### src/rtl/pc_pkg.sv
// Shared definitions for the fetch-stage program counter: op encoding and width.
package pc_pkg;

    localparam int OP_W = 3;

    localparam logic [OP_W-1:0] OP_HOLD = 3'd0;
    localparam logic [OP_W-1:0] OP_INC  = 3'd1;
    localparam logic [OP_W-1:0] OP_JMP  = 3'd2;
    localparam logic [OP_W-1:0] OP_BR   = 3'd3;
    localparam logic [OP_W-1:0] OP_CALL = 3'd4;
    localparam logic [OP_W-1:0] OP_RET  = 3'd5;

endpackage

### src/rtl/ras_stack.sv
// Circular return-address stack: push-when-full overwrites the oldest entry,
// pop-when-empty is a no-op; both are flagged combinationally for the caller.
module ras_stack #(
    parameter int PC_W      = 16,
    parameter int RAS_DEPTH = 4
) (
    input  logic            clk,
    input  logic            reset,
    input  logic            push,
    input  logic            pop,
    input  logic [PC_W-1:0] din,
    output logic [PC_W-1:0] top,
    output logic            empty,
    output logic            full,
    output logic            overflow,
    output logic            underflow
);

    localparam int PTR_W = $clog2(RAS_DEPTH);
    localparam int CNT_W = $clog2(RAS_DEPTH + 1);
    localparam logic [PTR_W-1:0] PTR_LAST = PTR_W'(RAS_DEPTH - 1);
    localparam logic [CNT_W-1:0] CNT_MAX  = CNT_W'(RAS_DEPTH);

    logic [PC_W-1:0]  mem [RAS_DEPTH];
    logic [PTR_W-1:0] ptr;
    logic [PTR_W-1:0] ptr_inc;
    logic [PTR_W-1:0] ptr_dec;
    logic [CNT_W-1:0] cnt;

    assign ptr_inc   = (ptr == PTR_LAST) ? '0 : ptr + 1'b1;
    assign ptr_dec   = (ptr == '0) ? PTR_LAST : ptr - 1'b1;
    assign empty     = (cnt == '0);
    assign full      = (cnt == CNT_MAX);
    assign overflow  = push && full;
    assign underflow = pop && empty;
    assign top       = mem[ptr];

    // ptr always names the most recent entry; a full push wraps onto the oldest
    always_ff @(posedge clk) begin
        if (!reset) begin
            ptr <= '0;
            cnt <= '0;
        end else if (push) begin
            ptr <= ptr_inc;
            if (!full) cnt <= cnt + 1'b1;
        end else if (pop && !empty) begin
            ptr <= ptr_dec;
            cnt <= cnt - 1'b1;
        end
    end

    always_ff @(posedge clk) begin
        if (reset && push) mem[ptr_inc] <= din;
    end

endmodule

### src/rtl/pc_sequencer.sv
// Fetch-stage program counter: decodes hold/inc/jump/branch/call/return ops
// and keeps return addresses in an internal circular stack.
module pc_sequencer
    import pc_pkg::*;
#(
    parameter int              PC_W      = 16,
    parameter int              RAS_DEPTH = 4,
    parameter logic [PC_W-1:0] RESET_VEC = '0,
    parameter int unsigned     INC       = 1
) (
    input  logic            clk,
    input  logic            reset,
    input  logic            en,
    input  logic [OP_W-1:0] op,
    input  logic [PC_W-1:0] target,
    input  logic [PC_W-1:0] offset,
    output logic [PC_W-1:0] pc,
    output logic            ras_empty,
    output logic            ras_full,
    output logic            err
);

    localparam logic [PC_W-1:0] INC_V = PC_W'(INC);

    logic signed [PC_W-1:0] offset_s;
    logic [PC_W-1:0]        pc_ret;
    logic [PC_W-1:0]        ras_top;
    logic                   push;
    logic                   pop;
    logic                   ras_ovf;
    logic                   ras_unf;
    logic [PC_W-1:0]        pc_p0;
    logic                   err_p0;

    function automatic logic [PC_W-1:0] wrap_add(input logic [PC_W-1:0] a,
                                                 input logic signed [PC_W-1:0] b);
        return a + b;
    endfunction

    assign offset_s = offset;
    assign pc_ret   = wrap_add(pc, INC_V);
    assign push     = en && (op == OP_CALL);
    assign pop      = en && (op == OP_RET);

    ras_stack #(
        .PC_W      (PC_W),
        .RAS_DEPTH (RAS_DEPTH)
    ) u_ras (
        .clk       (clk),
        .reset     (reset),
        .push      (push),
        .pop       (pop),
        .din       (pc_ret),
        .top       (ras_top),
        .empty     (ras_empty),
        .full      (ras_full),
        .overflow  (ras_ovf),
        .underflow (ras_unf)
    );

    // Stage p0: op decode and next-PC select
    always_comb begin
        pc_p0  = pc;
        err_p0 = 1'b0;
        if (en) begin
            case (op)
                OP_HOLD: pc_p0 = pc;
                OP_INC:  pc_p0 = pc_ret;
                OP_JMP:  pc_p0 = target;
                OP_BR:   pc_p0 = wrap_add(pc, offset_s);
                OP_CALL: begin
                    pc_p0  = target;
                    err_p0 = ras_ovf;
                end
                OP_RET: begin
                    if (ras_unf) err_p0 = 1'b1;
                    else         pc_p0  = ras_top;
                end
                default: err_p0 = 1'b1;
            endcase
        end
    end

    // Stage p1: registered pc and single-cycle error pulse
    always_ff @(posedge clk) begin
        if (!reset) begin
            pc  <= RESET_VEC;
            err <= 1'b0;
        end else begin
            if (en) pc <= pc_p0;
            err <= err_p0;
        end
    end

endmodule

### config.mk
export PLATFORM = sky130hd
export DESIGN_NAME = pc_sequencer
export DESIGN_NICKNAME = d
export VERILOG_FILES = /design/src/rtl/pc_pkg.sv /design/src/rtl/ras_stack.sv /design/src/rtl/pc_sequencer.sv
export SDC_FILE = /design/constraint.sdc
export NUM_CORES = 1
export LEC_CHECK = 0
export ABC_AREA = 1
export CAP_MARGIN = 15
export CORE_AREA = 2 2 80 120
export CTS_BUF_LIST = sky130_fd_sc_hd__clkbuf_4 sky130_fd_sc_hd__clkbuf_8 sky130_fd_sc_hd__clkbuf_16
export DETAILED_ROUTE_END_ITERATION = 8
export DIE_AREA = 0 0 82 122
export GPL_ROUTABILITY_DRIVEN = 0
export HOLD_SLACK_MARGIN = 0.06
export PLACE_DENSITY_LB_ADDON = 0.25
export SYNTH_ARGS = -nofsm -noshare
export SYNTH_HDL_FRONTEND = slang
export SYNTH_HIERARCHICAL = 1
export SYNTH_SLANG_ARGS = --single-unit
### constraint.sdc
create_clock -name clk -period 3.73 [get_ports clk]
set_input_delay 0.746 -clock clk [delete_from_list [all_inputs] [get_ports clk]]
set_output_delay 0.746 -clock clk [all_outputs]
set_load 0.005 [all_outputs]
# Word level (Yosys, flattened, before mapping)
# Memory sizes are Yosys's and may differ from the RTL's. A register that Yosys moved wholly into a read port is not among the register bits.
# Cells that the tools add are included.
# classes
addsub	6
mul	0
div_mod_pow	0
n_lt_le_gt_ge	0
n_eq_ne	9
shift	0
muxes	15
bitwise_logic	0
reduce_logical	17
# op_table
op	n
$pmux W16 S4	1
$add A16 B1 Y16 const B	1
$add A16 B16 Y16	1
$mux W16	1
$mux W2	6
$eq A3 B3 Y1 const B	3
$mux W3	3
$eq A3 B2 Y1 const B	2
$logic_and A1 B1 Y1	6
$logic_not A3 Y1	2
$ne A2 B2 Y1 const B	2
$reduce_and A2 Y1	2
$reduce_bool A4 Y1	1
$reduce_or A4 Y1	1
$add A3 B1 Y3 const B	1
$eq A3 B1 Y1 const B	1
$mux W1	3
$pmux W1 S3	1
$reduce_and A3 Y1	1
$sub A3 B1 Y3 const B	1
$add A2 B1 Y2 const B	1
$eq A2 B2 Y1 const B	1
$logic_not A2 Y1	1
$reduce_bool A2 Y1	1
3 further kinds	3
# word_totals
register_bits	22
latchBits	0
mem_bits_rw	64
romBits	0
input_bits	38
out_inout_bits	19
elab_cells	52
mem_count	1
# memory_table
memory	depth	word_bits	rd	rd_ports_with_merged_regs	write_ports	line	text
u_ras.mem	4	16	1	1	1	ras_stack.sv:24	logic [PC_W-1:0] mem [RAS_DEPTH];

# Depth between registers and ports, before layout
# Gate-level depths: netlist of run 1.
# depth
word_depth	7
depth_mapped	15
ltp_nobuf	14

# By module
# The synthesis of run 1 kept the hierarchy.
# modules_own_cells
module	n_inst	cells_each	area_per_inst_um2	seq_area_each_um2
ras_stack	1	226	2845.2	2062.0
pc_sequencer	1	415	2376.0	340.3

# Worst setup path before layout of run 1
# Ideal clock, no wire load.
# synth_path
path_type	input -> register
from	input port op[1]
to	memory u_ras.mem[0][0], enable pin
t_arrival_ns	2.092
required_time_ns	3.341
slack_ns	1.250
cell_stages	5
n_path_buf	0
cell_sequence	inv_1 nand3_1 nor2_1 nand2_1 nor2_1
# synth_via
elab_chain_len	5
# synth_lines
item	line	text
start, declared	pc_sequencer.sv:14	input logic [OP_W-1:0] op,
$eq A3 B3 Y1	pc_sequencer.sv:42	assign push = en && (op == OP_CALL);
$logic_and A1 B1 Y1	pc_sequencer.sv:42	
named net push	pc_sequencer.sv:28	logic push;
$logic_and A1 B1 Y1	ras_stack.sv:53	if (reset && push) mem[ptr_inc] <= din;
$mux W1	ras_stack.sv:53	
$mux W1 (implied by the code)	ras_stack.sv:53	
end, declared	ras_stack.sv:24	
# The timed path passes the listed nets, and every way through them passes these cells.

# Worst setup path in the final report of run 1
# layout_path
from	input port op[0]
to	register pc[12]
# layout_via
elab_chain_len	5
elab_cells_between_ends	12
# layout_lines
item	line	text
$eq A3 B3 Y1	pc_sequencer.sv:43	assign pop = en && (op == OP_RET);
$logic_and A1 B1 Y1	pc_sequencer.sv:43	
named net pop	pc_sequencer.sv:29	logic pop;
$logic_and A1 B1 Y1	ras_stack.sv:35	assign underflow = pop && empty;
named net ras_unf	pc_sequencer.sv:31	logic ras_unf;
$ne A2 B2 Y1 (no line)	--	
$reduce_and A3 Y1 (no line)	--	
end signal, assigned	pc_sequencer.sv:90	if (en) pc <= pc_p0;
end, declared	pc_sequencer.sv:17	output logic [PC_W-1:0] pc,
# The timed path passes the listed nets, and every way through them passes these cells.
# A chain may end at the register's enable or synchronous reset.

==> impl_metrics.csv, run 1 <==
group,metric,value,unit
clock_network,cts_root_buffer,"clkbuf_16",
global_route,grt_max_degree,34,
yosys,synth.most_common_cell,"nand2_1",
global_route,overflow,0,
yosys,ys_seq_area_frac,0.460,
yosys,ys_warn_count,6,
yosys,ys_seq_elements,88,
yosys,synth_edf_count,64,
power,ir_drop,307,µV
die,chipHeight,122,µm
clock_network,postCtsHoldBufs,0,
critical_path,cp.required,3920,ps
critical_path,critPathMaxStageDelay,540,ps
sta,finalHoldViolCount,0,
global_route,grt_pass1_vias,4539,
clock_network,clk_latency,340,ps
min_path,hold_class,"reg -> reg",
clock_network,cts_setup_buffers,0,
clock_network,cts_buffer_depth,2,
die,initial_utilization,0.578,
critical_path,worst_ep_arrival_time,3100,ps
critical_path,worst-r2r-setup-slack,1550,ps
yosys,synth_common_cells,"nand2_1, inv_1, nor2_1, edfxtp_1, o21ai_0",
yosys,synth_area_leaders,"edfxtp_1, nand2_1, dfxtp_1",
global_route,met1_usage,0.332,
detailed_routing,drc,0,
sta,min_period,2910,ps
cells_and_area,diodes,0,
sta,worst_pin_slew,740,ps
global_route,grt_usage,0.285,
clock_network,cts_sinks,88,
sta,slew_violations,0,
die,die_area,0.0100,mm²
global_route,met2_usage,0.497,
cells_and_area,drive_above_1_share,0.0683,
global_route,use_met3,0.0311,
detailed_routing,drtIter0Drc,404,
clock_network,cts_tree,"done",
cells_and_area,finalNetCount,761,
critical_path,r2r_end,"pc[6]",
global_route,antenna_found_initial,0,
critical_path,crit_fanout,19,
detailed_routing,routedWlPerCell,16.7,µm
yosys,postSynthAreaPerCell,8.15,µm²
detailed_routing,drt_first_pass_iters,6,
detailed_routing,avgViaCountPerCell,5.80,
global_route,grt.busiest_layer,"met2",
yosys,synth_top_flop_cell,"edfxtp_1",
die,std_cell_rows,43,
critical_path,cpMaxStageDelayCell,"clkdlybuf4s50_1",
power,p_leak,0.00267,µW
cells_and_area,area_growth,19.1,%
critical_path,r2r_cells,11,
sta,setup_viol_count_final,0,
placement,io_buffers,56,
detailed_routing,ant_nets,0,
power,power_per_cell_area,401,mW/mm²
power,power,2500,µW
clock_network,numCtsBuffers,9,
critical_path,reg2reg_from,"pc[0]",
yosys,syn_area,0.00522,mm²
min_path,whs_path_depth,2,
die,ios,57,
yosys,async_reset_ff_frac,0,
yosys,synth_top_area_cell,"edfxtp_1",
global_route,grt_pass1_wl,21300,µm
sta,max_freq,344,MHz
min_path,hold_path_end,"pc[15]",
die,fp.coreArea,0.00904,mm²
detailed_routing,drt-total-wl,13600,µm
sta,rsz0062_at_grt,"false",
sta,slew_headroom,0.506,
yosys,netlist_instances,641,
critical_path,startpoint,"op[0]",
critical_path,worst_setup_path_start_kind,"primary input",
run_status,outcome,"finished, final reports clean",
yosys,synth_fp_nets,704,
yosys,yosysUniqueCellTypes,38,
critical_path,crit_path_cell_trace,"clkdlybuf4s50_1 > nand2_1 > nor2_4 > inv_1 > nor2_1 > inv_1 > nor2_1 > nand2_1 > nand3_2 > inv_2 > o21ai_0 > inv_1 > nand2_1 > a21oi_1",
clock_network,path_clk_slew,60,ps
yosys,yosys.area.top_type_share,0.368,
sta,setup_tns,0,ps
clock_network,ctsHtreeMaxLevel,3,
cells_and_area,n_fill_cell,732,
critical_path,cpLargestDelayFamily,"simple AND/OR/NAND/NOR gates",
critical_path,crit_type,"in -> reg",
sta,fin_worst_skew,8.00,ps
placement,dp_hpwl,9780,µm
clock_network,cts_resized,0,
die,die_w,82,µm
min_path,hold_start,"pc[15]",
critical_path,cp-end-kind,"flop",
detailed_routing,via_count,4727,
sta,fin_crit_sh,0.779,
critical_path,worst-path-buf-inv,5,
run,cap_viol_max_count,0,
cells in the final DEF, fill, tap and decap left out, types with 2 or more instances in the layout:
cell and count:
o211ai_1 5, bufinv_16 3, a22oi_1 6, or2_2 3
ha_1 23, nor3_1 5, inv_2 6, clkinvlp_4 2
a221oi_1 7, o22ai_1 16, nor2_2 3, nand2_1 151
clkdlybuf4s50_1 56, dfxtp_1 24, nand4_1 8, a21oi_1 26
xnor2_1 2, fa_1 2, buf_4 7, o21ai_1 4
clkbuf_16 9, xor2_1 10, nand3_1 42, inv_1 83
nand3b_1 2, nor3_4 3, nand2_2 4, edfxtp_1 64
nor2_1 69, o21ai_0 48
registers in the layout, indices dropped and copies added, names as in the netlist, named ones only:
register   flops
u_ras/cnt      3
u_ras/mem     64
u_ras/ptr      2
pc            16
err            1
cell type report:
type / count / area (µm²) / share of cell area
clock buffers: 9 / 225 / 0.0362
clock inverters: 7 / 119 / 0.0191
flip-flops and latches: 88 / 2400 / 0.386
well taps: 112 / 140 / 0.0225
inverters: 89 / 334 / 0.0537
repair buffers: 63 / 613 / 0.0986
multi-input cells: 447 / 2390 / 0.384
cell families after synthesis:
logic type | share of synthesized area
AOI/OAI and AO/OA | 0.127
and+or+nand+nor | 0.248
adders and majority gates | 0.0628
buffers and inverters | 0.0827
DFF | 0.460
xor gates and xnor gates | 0.0201
how the worst max path moves through the flow:
stage	endpoint	slack, ps	cells past startpoint
after floorplan	u_ras/mem[0][0]	1250	5
after global placement	pc[15]	630	14
after detailed placement	pc[11]	530	14
after CTS	pc[12]	850	14
after global routing	pc[12]	540	14
final	pc[12]	820	14
power by group:
part,internal [µW],switching [µW]
sequential,1070,29.0
clock,655,364
combinational,153,225
total,1880,618
layer usage:
layer | wire length, µm | share of wire
met1 | 5000 | 0.37
met2 | 7110 | 0.52
met3 | 845 | 0.062
met4 | 620 | 0.046
met5 | 0 | 0
worst register-to-register path: cells and delay by family (launching register included):
kind                       cells  cell delay (ps)
AOI/OAI and AO/OA              1               80
adders and majority gates      2              660
DFF                            1              390
and+or+nand+nor                8              920
through the flow:
step	util	hold slack (ps)	worst slack [ps]	std cells	area [µm²]
after floorplan	-	500	1250	641	5220
after global placement	0.650	541	627	799	5880
after detailed placement	0.650	544	534	799	5880
after CTS	0.688	558	846	815	6220
after global routing	0.688	581	542	815	6220
final	0.688	555	824	815	6220
(Power assumes the default switching activity.)
==> run 2: changes to the inputs <==
Settings changed: CORE_AREA 2 2 80 120 to 2 2 85 128, DIE_AREA 0 0 82 122 to 0 0 87 130.
Clock period 3.73 ns to 2.5 ns, I/O delays scaled along.
==> run 2 against run 1 <==
Compared with the run above: critical path depth decreased by 3; design area increased by 1.9%; total power increased by 46%; clock power increased by 41%; critical path type unchanged; wire length increased by 2.3%; first-iteration DRC count decreased by 1.2%.
==> impl_metrics.csv, run 2 (synthesis gave the netlist of run 1 again) <==
group,metric,value,unit
run_status,outcome,"finished, final reports clean",
detailed_routing,ant_nets,0,
detailed_routing,drt_first_pass_iters,6,
sta,fin_worst_skew,5.19,ps
min_path,whs_path_depth,2,
power,ir_drop,353,µV
sta,fin_crit_sh,0.908,
sta,slew_violations,0,
placement,io_buffers,56,
die,fp.coreArea,0.0103,mm²
critical_path,crit_path_cell_trace,"clkdlybuf4s50_1 > ha_1 > fa_1 > nand2_1 > nand2_1 > and2_1 > or2_2 > nand3_1 > nand3_1 > o211ai_1 > a21oi_1",
global_route,antenna_found_initial,0,
detailed_routing,avgViaCountPerCell,5.63,
critical_path,cpMaxStageDelayCell,"clkdlybuf4s50_1",
detailed_routing,routedWlPerCell,16.6,µm
detailed_routing,routedLengthMet1,5340,µm
sta,finalHoldViolCount,0,
placement,dpl_worst_slack,-133,ps
global_route,overflow,0,
critical_path,worst_ep_arrival_time,2490,ps
detailed_routing,via_count,4705,
cells_and_area,final_cell_mix,"nand2_1, inv_1, nor2_1, edfxtp_1, clkdlybuf4s50_1",
critical_path,cp.required,2720,ps
clock_network,cts_tree,"done",
detailed_routing,highest_layer,"met4",
cells_and_area,top_register,"u_ras/mem",
sta,slew_headroom,0.505,
sta,layout_setup_ws,230,ps
die,chipHeight,130,µm
die,die_w,87,µm
critical_path,r2r_end,"pc[12]",
global_route,grt_max_degree,33,
cells_and_area,fin_cells,836,
critical_path,cp-end-kind,"flop",
die,initial_utilization,0.507,
clock_network,cts_root_buffer,"clkbuf_16",
clock_network,clk_latency,350,ps
die,std_cell_rows,46,
detailed_routing,drtIter0Drc,399,
critical_path,critPathMaxStageDelay,410,ps
clock_network,postCtsHoldBufs,0,
clock_network,ctsHtreeMaxLevel,3,
min_path,hold_path_end,"pc[12]",
critical_path,crit_type,"in -> reg",
sta,rsz0062_at_grt,"false",
cells_and_area,drive_above_1_share,0.0838,
power,p_leak,0.00273,µW
critical_path,cpLargestDelayFamily,"simple AND/OR/NAND/NOR gates",
clock_network,cts_buffer_depth,2,
sta,setup_viol_count_final,0,
die,die_area,0.0113,mm²
clock_network,cts_setup_buffers,0,
critical_path,worst-r2r-setup-slack,430,ps
detailed_routing,met2_length,7430,µm
detailed_routing,drc,0,
cells_and_area,top_regs,"u_ras/mem: 64 flops, pc: 16 flops, u_ras/cnt: 3 flops",
sta,max_freq,441,MHz
global_route,grt_pass1_vias,4512,
global_route,grt_pass1_wl,22100,µm
critical_path,worst-path-buf-inv,1,
global_route,grt_usage,0.257,
placement,place_inst,820,
detailed_routing,drt-total-wl,13900,µm
clock_network,cts_resized,0,
min_path,hold_class,"reg -> reg",
cells_and_area,largest_reg_flops,64,
critical_path,r2r_cells,7,
clock_network,path_clk_slew,60,ps
power,power_per_cell_area,576,mW/mm²
critical_path,crit_fanout,4,
sta,worst_pin_slew,743,ps
critical_path,worst_setup_path_start_kind,"primary input",
min_path,hold_start,"pc[12]",
cells_and_area,area_growth,21.4,%
cells_and_area,mostFrequentLayoutCell,"nand2_1",
clock_network,cts_sinks,88,
cells_and_area,diodes,0,
cells_and_area,fin_util,0.615,
cells_and_area,finalNetCount,774,
die,ios,57,
placement,dp_hpwl,10200,µm
sta,min_period,2270,ps
clock_network,numCtsBuffers,9,
detailed_routing,wl_met3,685,µm
run,cap_viol_max_count,0,
==> run 2: cell count changes in the layout (fill, tap and decap cells not counted) <==
cell / delta
buf_4: +10
buf_12: +3
bufinv_16: -1
clkbuf_4: +1
inv_6: -1
clkinv_1: +1
==> run 2: worst max path at each step <==
stage,start,end,slack (ps),depth (start not counted)
3_3_place_gp,offset[0],pc[4],-30,11
4_1_cts,offset[0],pc[4],220,11
6_report,offset[0],pc[4],230,11
3_5_place_dp,offset[0],pc[4],-130,11
5_1_grt,offset[0],pc[14],30,15
2_1_floorplan,op[1],u_ras/mem[0][0],270,5
==> run 2: worst reg2reg max path: stages, from the launching register on <==
cell      delay [ps]
dfxtp_1          580
inv_2            340
o21ai_0          300
o22ai_1          110
a221oi_1         400
nand2_1          100
nand2_1           70
a21oi_1           50
==> run 2: routing by layer <==
layer,GRT usage,vias to the layer above
li1,-,2296
met4,0.119,0
met3,0.0259,30
met2,0.465,166
met5,0,-
met1,0.303,2213
==> run 2: layout make-up <==
class                           instances  area (µm²)
Sequential cell                        88        2400
Fill cell                             879        3960
Inverter                               89         334
Clock buffer                           10         233
Timing Repair Buffer                   76         748
Tap cell                              120         150
Multi-Input combinational cell        447        2390
Clock inverter                          6        83.8
==> run 2: power by group <==
group | internal [µW] | total, µW | switching, µW
clock | 881 | 1440 | 559
combinational | 241 | 578 | 337
sequential | 1590 | 1640 | 40.5
total | 2720 | 3650 | 936
==> run 2: stage by stage <==
step	instance area, µm²	power [µW]	hold WS [ps]	TNS (ps)
6_report	6340	3650	551	0
5_1_grt	6340	3790	598	0
4_1_cts	6340	3650	542	0
3_5_place_dp	6020	2240	533	-323
3_3_place_gp	6020	2220	529	-29.4
2_1_floorplan	5220	2010	500	0
==> run 3: changes to the inputs <==
Settings changed: CTS_CLUSTER_DIAMETER set to 40, TNS_END_PERCENT set to 100.
==> results of run 3 <==
The final DEF is identical to that of run 2; final timing and power are the same.
